[src/rtl/cond_logic_vec_if.sv]
// rtl/cond_logic_vec_if.sv - control and result bundle for the predicated condition block
interface cond_logic_vec_if #(
  parameter int LANES = 4
);
  logic                 en;
  logic                 flush;
  logic [3:0]           cond;
  logic [4*LANES-1:0]   alu_flags;
  logic [1:0]           flag_w;
  logic [LANES-1:0]     lane_mask;
  logic                 pcs;
  logic                 reg_w;
  logic                 mem_w;
  logic                 pc_src;
  logic [LANES-1:0]     reg_write;
  logic [LANES-1:0]     mem_write;
  logic [LANES-1:0]     cond_ex;
  logic [4*LANES-1:0]   flags_q;

  modport master (
    output en, flush, cond, alu_flags, flag_w, lane_mask, pcs, reg_w, mem_w,
    input  pc_src, reg_write, mem_write, cond_ex, flags_q
  );

  modport slave (
    input  en, flush, cond, alu_flags, flag_w, lane_mask, pcs, reg_w, mem_w,
    output pc_src, reg_write, mem_write, cond_ex, flags_q
  );
endinterface

[src/rtl/cond_logic_vec.sv]
// rtl/cond_logic_vec.sv - per-lane condition evaluation, qualified write enables and flag registers
module cond_logic_vec #(
  parameter int LANES    = 4,
  parameter int ROLLBACK = 1
) (
  input logic              clk,
  input logic              rst,
  cond_logic_vec_if.slave  bus
);

  logic [4*LANES-1:0] flags_q, flags_d;
  logic [4*LANES-1:0] snap_q, snap_d;
  logic [LANES-1:0]   cond_ex;
  logic [LANES-1:0]   qual;
  logic               any_upd;

  function automatic logic eval_cond(input logic [3:0] c, input logic [3:0] f);
    logic n, z, cy, v, r;
    {n, z, cy, v} = f;
    case (c)
      4'h0:    r = z;
      4'h1:    r = !z;
      4'h2:    r = cy;
      4'h3:    r = !cy;
      4'h4:    r = n;
      4'h5:    r = !n;
      4'h6:    r = v;
      4'h7:    r = !v;
      4'h8:    r = cy & !z;
      4'h9:    r = !cy | z;
      4'hA:    r = (n == v);
      4'hB:    r = (n != v);
      4'hC:    r = !z & (n == v);
      4'hD:    r = z | (n != v);
      4'hE:    r = 1'b1;
      default: r = 1'b0;
    endcase
    return r;
  endfunction

  always_comb begin
    flags_d = flags_q;
    snap_d  = snap_q;
    any_upd = 1'b0;
    cond_ex = '0;
    qual    = '0;
    for (int i = 0; i < LANES; i++) begin
      cond_ex[i] = eval_cond(bus.cond, flags_q[4*i +: 4]);
      qual[i]    = cond_ex[i] & bus.lane_mask[i] & !bus.flush;
      if (bus.en && qual[i]) begin
        if (bus.flag_w[1]) flags_d[4*i+2 +: 2] = bus.alu_flags[4*i+2 +: 2];
        if (bus.flag_w[0]) flags_d[4*i   +: 2] = bus.alu_flags[4*i   +: 2];
        if (bus.flag_w != 2'b00) any_upd = 1'b1;
      end
    end
    // Snapshot holds the state from just before the most recent real flag write
    if (ROLLBACK != 0 && any_upd) snap_d = flags_q;
    if (ROLLBACK != 0 && bus.flush) flags_d = snap_q;
  end

  always_ff @(posedge clk) begin
    if (rst) begin
      flags_q <= '0;
      snap_q  <= '0;
    end else begin
      flags_q <= flags_d;
      snap_q  <= snap_d;
    end
  end

  assign bus.cond_ex   = cond_ex;
  assign bus.pc_src    = bus.pcs & cond_ex[0] & !bus.flush;
  assign bus.reg_write = qual & {LANES{bus.reg_w}};
  assign bus.mem_write = qual & {LANES{bus.mem_w}};
  assign bus.flags_q   = flags_q;

endmodule
[src/flat_wrapper.sv]
// flat-port wrapper written by rule: the top's interface ports become plain ports
module cond_logic_vec_flat 
#(
  parameter int LANES    = 4,
  parameter int ROLLBACK = 1
)
  (clk, rst, bus_en, bus_flush, bus_cond, bus_alu_flags, bus_flag_w, bus_lane_mask, bus_pcs, bus_reg_w, bus_mem_w, bus_pc_src, bus_reg_write, bus_mem_write, bus_cond_ex, bus_flags_q);
  cond_logic_vec_if #(.LANES(LANES)) bus_i ();
  input logic clk;
  input logic rst;
  input wire logic [$bits(bus_i.en)-1:0] bus_en;
  input wire logic [$bits(bus_i.flush)-1:0] bus_flush;
  input wire logic [$bits(bus_i.cond)-1:0] bus_cond;
  input wire logic [$bits(bus_i.alu_flags)-1:0] bus_alu_flags;
  input wire logic [$bits(bus_i.flag_w)-1:0] bus_flag_w;
  input wire logic [$bits(bus_i.lane_mask)-1:0] bus_lane_mask;
  input wire logic [$bits(bus_i.pcs)-1:0] bus_pcs;
  input wire logic [$bits(bus_i.reg_w)-1:0] bus_reg_w;
  input wire logic [$bits(bus_i.mem_w)-1:0] bus_mem_w;
  output wire logic [$bits(bus_i.pc_src)-1:0] bus_pc_src;
  output wire logic [$bits(bus_i.reg_write)-1:0] bus_reg_write;
  output wire logic [$bits(bus_i.mem_write)-1:0] bus_mem_write;
  output wire logic [$bits(bus_i.cond_ex)-1:0] bus_cond_ex;
  output wire logic [$bits(bus_i.flags_q)-1:0] bus_flags_q;
  assign bus_i.en = bus_en;
  assign bus_i.flush = bus_flush;
  assign bus_i.cond = bus_cond;
  assign bus_i.alu_flags = bus_alu_flags;
  assign bus_i.flag_w = bus_flag_w;
  assign bus_i.lane_mask = bus_lane_mask;
  assign bus_i.pcs = bus_pcs;
  assign bus_i.reg_w = bus_reg_w;
  assign bus_i.mem_w = bus_mem_w;
  assign bus_pc_src = bus_i.pc_src;
  assign bus_reg_write = bus_i.reg_write;
  assign bus_mem_write = bus_i.mem_write;
  assign bus_cond_ex = bus_i.cond_ex;
  assign bus_flags_q = bus_i.flags_q;
  cond_logic_vec #(.LANES(LANES), .ROLLBACK(ROLLBACK)) u_core (.clk(clk), .rst(rst), .bus(bus_i));
endmodule
[config.mk]
export PLATFORM = sky130hd
export DESIGN_NAME = cond_logic_vec_flat
export DESIGN_NICKNAME = d
export VERILOG_FILES = /design/src/rtl/cond_logic_vec_if.sv /design/src/rtl/cond_logic_vec.sv /design/src/flat_wrapper.sv
export SDC_FILE = /design/constraint.sdc
export NUM_CORES = 1
export LEC_CHECK = 0
export ABC_AREA = 1
export BUFFER_PORTS_ARGS = -buffer_cell sky130_fd_sc_hd__buf_2
export CORE_UTILIZATION = 35
export CTS_CLUSTER_DIAMETER = 40
export DETAILED_ROUTE_END_ITERATION = 10
export PLACE_DENSITY = 0.63
export RECOVER_POWER = 100
export SLEW_MARGIN = 10
export SYNTH_ARGS = -nofsm -noshare
export SYNTH_HDL_FRONTEND = slang
export SYNTH_SLANG_ARGS = --single-unit
[constraint.sdc]
create_clock -name clk -period 1.9 [get_ports clk]
set_input_delay 0.19 -clock clk [delete_from_list [all_inputs] [get_ports clk]]
set_output_delay 0.19 -clock clk [all_outputs]
set_load 0.1 [all_outputs]
==> results.py, run 1 <==
metrics = {
    "grt": {
        "grt_antenna_before_repair": 0,
        "grt_usage_pct": 23.7,
        "overflow": 0,
        "grt_pass1_vias": 2781,
        "grt_pass1_wl_mm": 13.3,
        "grt_max_degree": 19,
    },
    "timing": {
        "fin_skew_ns": 0.00399,
        "max_freq_mhz": 511,
        "whs_ns": 0.226,
        "period_share_pct": 103,
        "drv_slew": 0,
        "slew_headroom_pct": 63.9,
        "setup_viol": 3,
        "hold_viol": 0,
        "layout_min_cycle_time_ns": 1.96,
        "tightestPinTransition_ns": 0.543,
        "rsz0062_at_grt": "true",
        "fin_ws_ns": -0.0568,
    },
    "cts": {
        "cts_root_buffer": "clkbuf_8",
        "cts.hold.buffers_added": 0,
        "cts_buffer_depth": 2,
        "insertion_delay_ns": 0.29,
        "cts_sinks": 32,
        "cts.htree.levels": 2,
        "numCtsBuffers": 5,
        "cts_tree": "yes",
        "clkTransAtPathRegs_ns": 0.07,
    },
    "cells_and_area": {
        "n_antenna_cell": 0,
        "regArea_um2": 701,
        "num-nets-final": 580,
        "multi_input_area_mm2": 0.00176,
        "nFillCells": 624,
        "area_growth_syn_to_layout_pct": 57.2,
        "fin_cells": 625,
        "final_cell_area_mm2": 0.00369,
        "drive_above_1_share_pct": 36.5,
    },
    "critical_path": {
        "reg2regPathDepth": 14,
        "critical_path_required_ns": 1.71,
        "worst_ep_arrival_time_ns": 1.77,
        "start_kind": "register",
        "worstSetupEndpointType": "output pin",
        "worstPathMaxFanout": 5,
        "critical_path_class": "register to output pin",
    },
    "synthesis": {
        "synth_top_family_by_area": "simple AND/OR/NAND/NOR gates",
        "yosys_warnings": 0,
        "synth_compound_area_share_pct": 6.39,
        "synth_fa_ha_area_share_pct": 0,
        "ys_seq_area_share_pct": 27.2,
        "ys_ff_latch": 32,
        "ys.flop_type": "dfxtp_1",
        "synthSimpleGateAreaFrac_pct": 56.0,
        "synth_commonest_cells": "nand2_1 (194), nor2_1 (80), inv_1 (49)",
        "netlist_area_mm2": 0.00235,
        "synth-edff-count": 0,
        "yosysMostFrequentCell": "nand2_1",
        "synth_nets": 478,
        "yosys-top-cells-area": "nand2_1 (31%), dfxtp_1 (27%), nor2_1 (13%)",
        "syn_avg_cell_area_um2": 5.28,
        "netlist_instances": 445,
        "synth_top_area_share_pct": 31.0,
        "synth_top_area_cell": "nand2_1",
        "netlist-cell-type-count": 16,
        "muxShareOfSynthArea_pct": 0,
        "synth_xor_area_share_pct": 0,
        "async_flop_share_pct": 0,
    },
    "die": {
        "chipWidth_um": 84.0,
        "die_area_mm2": 0.00705,
        "core_mm2": 0.00642,
        "dieHeight_um": 84.0,
        "start_util_pct": 36.6,
        "io_pins": 62,
        "row_count": 29,
    },
    "detailed_routing": {
        "wl_per_cell_um": 13.5,
        "drt_first_pass_iters": 8,
        "drt.antenna.violating_nets": 0,
        "first_iter_violations": 182,
        "drc_errors": 10,
        "num_vias": 3065,
        "vias_per_cell": 4.90,
        "drt_wl_total_mm": 8.45,
    },
    "pwr": {
        "ir_worst_vdd_uv": 500,
        "leakage_uw": 0.00186,
        "cellPowerDensity_mw_per_mm2": 648,
    },
    "placed_design": {
        "dp.cells": 601,
        "dp_hpwl_mm": 6.26,
        "dp_slack_ns": -0.225,
        "dpl_cell_area_mm2": 0.00333,
        "gp_congestion": 0.935,
        "io_buffers": 61,
    },
    "min_path": {
        "min_path_type": "input port to register",
        "whs_path_depth": 5,
    },
    "run": {
        "maxCapViolations": 0,
    },
    "run_status": {
        "violations": "DRC, setup timing",
        "status": "finished with violations",
    },
}
[final cells by class]
cell class,instances,area share (%)
multi-input combinational,353,47.5
sequential,32,19.0
timing repair buffer,106,23.1
clock inverter,2,0.271
clock buffer,6,2.24
tap,77,2.61
inverter,49,5.25
[power by group]
part           switching, µW  internal, µW  leakage [µW]
Combinational            714           356       0.00153
Sequential              49.2           716      0.000273
Clock                    272           289     0.0000510
[sequential cells by signal, summed over array words and instances, names as in the netlist]
register and cells:
u_core.bus.flags_q 16, u_core.snap_q 16
[final timing paths]
path / start / endpoint / slack [ns]
max reg2reg: u_core.bus.flags_q[3] / u_core.snap_q[5] / 0.10
max: u_core.bus.flags_q[3] / bus_mem_write[0] / -0.06
min: bus_alu_flags[0] / u_core.bus.flags_q[0] / 0.23
min reg2reg: u_core.snap_q[3] / u_core.snap_q[3] / 0.49
[cell families after synthesis]
| family | after synthesis |
|---|---|
| buffers and inverters | 61 |
| and+or+nand+nor | 324 |
| DFF | 32 |
| AOI/OAI and AO/OA | 28 |
[cells in the final DEF, fill, tap and decap left out, types with 2 or more instances in the layout]
cell type and count:
nand2_1 174, nor2_1 57, buf_4 43, buf_2 39, inv_1 37, nand3_1 34
a21oi_1 19, dfxtp_4 16, dfxtp_1 16, nor2_4 15, nand2_4 14, buf_12 14
nor2_2 13, nand2_2 9, clkbuf_2 9, inv_2 8, clkbuf_8 6, o21ai_0 4
inv_4 4, nand4_1 3, o211ai_1 3, nand3_4 3, nand3_2 3, clkinv_2 2
[metrics by stage]
step                      TNS [ns]  util [%]  power [µW]
final                       -0.139      57.5        2390
after global routing        -0.484      57.5        2500
after CTS                   -0.140      55.0        2340
after detailed placement     -4.14      51.8        1760
after global placement       -3.83      51.8        1750
after floorplan              -6.56         -        1450
[worst max-delay path, cell delays in order, from the launching register on]
cell and delay, ns:
dfxtp_4 0.40, inv_4 0.06, nand2_4 0.06, nand2_4 0.06
a21oi_2 0.11, nand2_1 0.07, nor2_2 0.17, nand3_4 0.10
buf_6 0.15, nand2_4 0.08, nor2_4 0.04, buf_12 0.17
[layer usage]
layer | vias to the layer above | wire, µm | GRT usage [%]
met2 | 127 | 4080 | 41.4
met4 | 0 | 216 | 6.58
met1 | 1347 | 3600 | 30.2
met3 | 20 | 554 | 3.46
met5 | - | 0 | 0
li1 | 1571 | - | -
[what timing repair did]
| item | 4_1_cts | 5_1_grt |
|---|---|---|
| endpoints found under the setup margin | 9 | 26 |
| pin swaps | 12 | 26 |
| setup buffers | 10 | 8 |
| gates cloned | 0 | 1 |
| resized for setup | 22 | 28 |
(Power assumes the default switching activity.)
==> inputs of run 2 (changes only) <==
Settings changed: RECOVER_POWER 100 to 50, SKIP_CTS_REPAIR_TIMING set to 1.
==> run 2 against run 1 <==
Effect of this change: the run still ends with DRC, setup timing left; global-route usage fell by 0.69 points; core utilization rose by 0.14 points; sequential share of layout area barely moved; via count rose by 0.49%; sequential power barely moved; design area rose by 0.24%; first-iteration DRC count rose by 7.1%; register-to-register slack got worse by 0.02 ns; highest routed layer unchanged.
==> results.py, run 2 (synthesized netlist as in run 1, its figures left out) <==
metrics = {
    "run_status": {
        "status": "finished with violations",
        "violations": "DRC, setup timing",
    },
    "critical_path": {
        "worstSetupEndpointType": "output pin",
        "critical_path_required_ns": 1.71,
        "worst_ep_arrival_time_ns": 1.77,
        "start_kind": "register",
        "critical_path_class": "register to output pin",
        "worstPathMaxFanout": 6,
        "reg2reg_from": "u_core.bus.flags_q[3]",
        "cp-startpoint": "u_core.bus.flags_q[3]",
    },
    "grt": {
        "overflow": 0,
        "grt_usage_pct": 23.0,
        "grt_pass1_wl_mm": 12.9,
        "grt_pass1_vias": 2700,
        "grt_max_degree": 19,
        "grt_antenna_before_repair": 0,
    },
    "timing": {
        "setup_viol": 8,
        "max_freq_mhz": 511,
        "slew_headroom_pct": 63.9,
        "fin_skew_ns": 0.00488,
        "rsz0062_at_grt": "true",
        "layout_min_cycle_time_ns": 1.96,
        "drv_slew": 0,
        "period_share_pct": 103,
        "finalSetupTns_ns": -0.248,
        "hold_viol": 0,
        "tightestPinTransition_ns": 0.543,
        "whs_ns": 0.226,
        "fin_ws_ns": -0.0556,
    },
    "pwr": {
        "leakage_uw": 0.00187,
        "power.total_uw": 2420,
        "ir_worst_vdd_uv": 506,
        "cellPowerDensity_mw_per_mm2": 653,
    },
    "die": {
        "chipWidth_um": 84.0,
        "die_area_mm2": 0.00705,
        "core_mm2": 0.00642,
        "start_util_pct": 36.6,
        "dieHeight_um": 84.0,
        "io_pins": 62,
        "row_count": 29,
    },
    "cells_and_area": {
        "fin_cells": 623,
        "num-nets-final": 578,
        "final_cell_mix": "nand2_1 (173), nor2_1 (59), buf_2 (44), inv_1 (38), buf_4 (36)",
        "drive_above_1_share_pct": 36.1,
        "nFillCells": 621,
        "n_antenna_cell": 0,
        "final_common_cell": "nand2_1",
        "largestRegisters": "u_core.bus.flags_q x16, u_core.snap_q x16",
        "area_growth_syn_to_layout_pct": 57.5,
    },
    "run": {
        "maxCapViolations": 0,
    },
    "cts": {
        "cts.htree.levels": 2,
        "cts_root_buffer": "clkbuf_8",
        "insertion_delay_ns": 0.29,
        "cts_sinks": 32,
        "clkTransAtPathRegs_ns": 0.07,
        "cts_tree": "yes",
        "numCtsBuffers": 5,
        "cts_buffer_depth": 2,
    },
    "placed_design": {
        "dp_hpwl_mm": 6.26,
        "gp_congestion": 0.935,
        "dp_slack_ns": -0.225,
        "io_buffers": 61,
        "dp.cells": 601,
    },
    "detailed_routing": {
        "num_vias": 3080,
        "vias_per_cell": 4.94,
        "first_iter_violations": 195,
        "drt.antenna.violating_nets": 0,
        "drc_errors": 10,
        "drt_first_pass_iters": 8,
        "wl_per_cell_um": 13.6,
        "drt_wl_total_mm": 8.45,
    },
    "min_path": {
        "min_path_type": "input port to register",
        "min_from": "bus_alu_flags[0]",
    },
}
## run 2: area by class of cell
class / count / area (µm²) / share of cell area [%]
multi-input combinational: 353 / 1760 / 47.4
timing repair buffer: 104 / 858 / 23.2
sequential: 32 / 701 / 18.9
inverter: 49 / 199 / 5.37
tap: 77 / 96.3 / 2.60
clock buffer: 6 / 82.6 / 2.23
clock inverter: 2 / 10.0 / 0.270
## run 2: critical path, cell delays in order (launching register included)
cell and delay, ns:
dfxtp_4 0.40, inv_4 0.06, nand2_4 0.06, nand2_4 0.06
a21oi_2 0.13, nand2_1 0.07, nor2_2 0.14, nand3_4 0.10
buf_6 0.15, nand2_4 0.08, nor2_4 0.04, buf_12 0.17
## run 2: power breakdown
| part | leakage, µW | internal [µW] | switching [µW] | total (µW) |
|---|---|---|---|---|
| Combinational | 0.00155 | 375 | 716 | 1090 |
| Sequential | 0.000273 | 716 | 52.4 | 768 |
| Clock | 0.0000510 | 289 | 271 | 560 |
## run 2: per-layer routing
layer,track usage [%],wire (µm),vias up
met5,0,0,-
met4,6.27,161,0
met3,3.26,549,15
met2,39.6,4050,130
met1,29.9,3690,1364
li1,-,-,1571
## run 2: per-stage QoR
| step | area, µm² | utilization (%) |
|---|---|---|
| 6_report | 3700 | 57.7 |
| 3_3_place_gp | 3330 | 51.8 |
| 5_1_grt | 3700 | 57.7 |
| 3_5_place_dp | 3330 | 51.8 |
| 2_1_floorplan | 2570 | - |
| 4_1_cts | 3420 | 53.2 |
## run 2: final timing paths
| kind | slack, ns | endpoint | depth (start not counted) |
|---|---|---|---|
| worst max-delay path | -0.06 | bus_mem_write[0] | 11 |
| worst min-delay path | 0.23 | u_core.bus.flags_q[0] | 5 |
| worst max register to register | 0.08 | u_core.snap_q[11] | 14 |
| worst min register to register | 0.48 | u_core.snap_q[1] | 2 |
==> inputs of run 3 (changes only) <==
Settings changed: CELL_PAD_IN_SITES_DETAIL_PLACEMENT set to 1, CELL_PAD_IN_SITES_GLOBAL_PLACEMENT set to 1, CORE_UTILIZATION 35 to 34, PLACE_DENSITY 0.63 to 0.85.
==> run 3 against run 2 <==
Effect of this change: the flow finishes with violations (setup timing); maximum frequency is 19% lower; cell count is 0.64% higher; design area is 9.0% higher; clock power is 11% higher; sequential cell count stayed put; non-clock buffer count is 5 higher; critical path type is now input port to register; critical endpoint is now u_core.bus.flags_q[11]; core utilization is 4.5 points higher.
==> results.py, run 3 (synthesized netlist as in run 1, its figures left out) <==
metrics = {
    "grt": {
        "overflow": 0,
        "grt_pass1_wl_mm": 15.8,
        "grt_pass1_vias": 3179,
        "grt_max_degree": 20,
        "grt_usage_pct": 28.0,
        "grt_antenna_before_repair": 0,
    },
    "cells_and_area": {
        "fin_cells": 627,
        "num-nets-final": 583,
        "utilization_pct": 62.1,
        "drive_above_1_share_pct": 45.1,
        "regArea_um2": 701,
        "multi_input_area_mm2": 0.00199,
        "final_cell_mix": "nand2_1 (157), buf_2 (41), nor2_1 (39), inv_1 (34), buf_4 (34)",
        "area_growth_syn_to_layout_pct": 71.6,
        "n_antenna_cell": 0,
        "final_common_cell": "nand2_1",
        "largestRegisters": "u_core.bus.flags_q x16, u_core.snap_q x16",
        "nFillCells": 873,
    },
    "detailed_routing": {
        "vias_per_cell": 5.95,
        "num_vias": 3731,
        "drt.antenna.violating_nets": 0,
        "wl_per_cell_um": 23.9,
        "drc_errors": 0,
        "drt_wl_total_mm": 15.0,
        "drt_first_pass_iters": 5,
        "first_iter_violations": 325,
    },
    "die": {
        "start_util_pct": 36.2,
        "io_pins": 62,
        "dieHeight_um": 85.2,
        "core_mm2": 0.00649,
        "row_count": 29,
        "chipWidth_um": 85.2,
        "die_area_mm2": 0.00725,
    },
    "critical_path": {
        "r2r_slack_ns": -0.29,
        "worstPathMaxFanout": 4,
        "cp_num_buf_inv": 5,
        "reg2reg_from": "u_core.bus.flags_q[11]",
        "path_cells": "buf_2 > inv_1 > nand2_1 > buf_4 > nor2_1 > nand2_1 > nand2_1 > nor2_2 > nand3_4 > nand3_2 > buf_4 > nand2_1 > nand2_2 > inv_1 > nand2_1 > a21oi_2",
        "rr_endpoint": "u_core.bus.flags_q[11]",
        "worst_ep_arrival_time_ns": 2.63,
        "slowest_stage": "nor2_1",
        "crit_top_cell": "nand2_1",
        "start_kind": "input port",
        "crit_family": "simple AND/OR/NAND/NOR gates",
        "reg2regPathDepth": 13,
        "max_stage_delay_ns": 0.32,
        "worstSetupEndpointType": "register",
        "critical_path_class": "input port to register",
        "critical_path_required_ns": 2.11,
    },
    "timing": {
        "slew_headroom_pct": 58.2,
        "period_share_pct": 127,
        "whs_ns": 0.233,
        "rsz0062_at_grt": "true",
        "fin_skew_ns": 0.0258,
        "drv_slew": 0,
        "setup_viol": 41,
        "fin_ws_ns": -0.518,
        "layout_min_cycle_time_ns": 2.42,
        "tightestPinTransition_ns": 0.627,
        "hold_viol": 0,
        "max_freq_mhz": 413,
    },
    "cts": {
        "clkTransAtPathRegs_ns": 0.10,
        "insertion_delay_ns": 0.32,
        "cts_buffer_depth": 2,
        "cts_root_buffer": "clkbuf_8",
        "cts_tree": "yes",
        "cts_sinks": 32,
        "cts.htree.levels": 2,
        "numCtsBuffers": 5,
    },
    "min_path": {
        "whs_path_depth": 5,
        "min_from": "bus_alu_flags[15]",
        "min_path_type": "input port to register",
        "min_to": "u_core.bus.flags_q[15]",
    },
    "pwr": {
        "power.total_uw": 2760,
        "ir_worst_vdd_uv": 759,
        "leakage_uw": 0.00196,
        "cellPowerDensity_mw_per_mm2": 683,
    },
    "placed_design": {
        "gp_congestion": 0.902,
        "dp.cells": 604,
        "io_buffers": 61,
        "dp_hpwl_mm": 7.65,
    },
    "run_status": {
        "status": "finished with violations",
        "violations": "setup timing",
    },
    "run": {
        "maxCapViolations": 0,
    },
}
## run 3: worst max path at each step
stage | endpoint | cells past startpoint | startpoint
floorplan | u_core.snap_q[0] | 14 | u_core.bus.flags_q[0]
global placement | u_core.snap_q[6] | 16 | bus_cond[2]
detailed placement | u_core.snap_q[6] | 17 | bus_cond[0]
CTS | bus_mem_write[1] | 12 | u_core.bus.flags_q[4]
global route | u_core.bus.flags_q[11] | 16 | bus_cond[0]
finish | u_core.bus.flags_q[11] | 16 | bus_cond[0]
## run 3: routing by layer
layer	part of all wire (%)	vias to the layer above	routed length, µm	track usage (%)
met2	50	257	7480	49.9
met4	6.5	0	976	8.63
met1	35	1792	5280	34.7
met3	8.3	103	1240	3.99
met5	0	-	0	0
li1	-	1579	-	-
## run 3: report_power, final
group | internal, µW | switching (µW)
sequential | 716 | 82.9
clock | 323 | 299
combinational | 448 | 887
## run 3: area by class of cell
cell class                      count  share of cell area, %
Clock buffer                        7                   2.39
Inverter                           49                   5.05
Multi-Input combinational cell    353                   49.4
Sequential cell                    32                   17.4
Tap cell                           77                   2.39
Timing Repair Buffer              109                   23.4
## run 3: per-stage QoR
stage / setup TNS (ns) / instance area, µm² / worst slack (ns)
global route: -14.70 / 4040 / -0.592
global placement: -2.27 / 3360 / -0.164
floorplan: -6.56 / 2570 / -0.287
detailed placement: -4.52 / 3360 / -0.218
finish: -10.51 / 4040 / -0.518
CTS: -2.89 / 3460 / -0.249
## run 3: worst register-to-register path: stages (launching register included)
cell and delay (ns):
dfxtp_4 0.43, inv_4 0.06, nand2_2 0.08, nand2_2 0.08, o211ai_1 0.23, nand2_1 0.13
nand3_4 0.10, nand3_2 0.11, buf_4 0.16, nand2_1 0.10, nand2_2 0.11, inv_1 0.10
nand2_1 0.09, a21oi_2 0.29
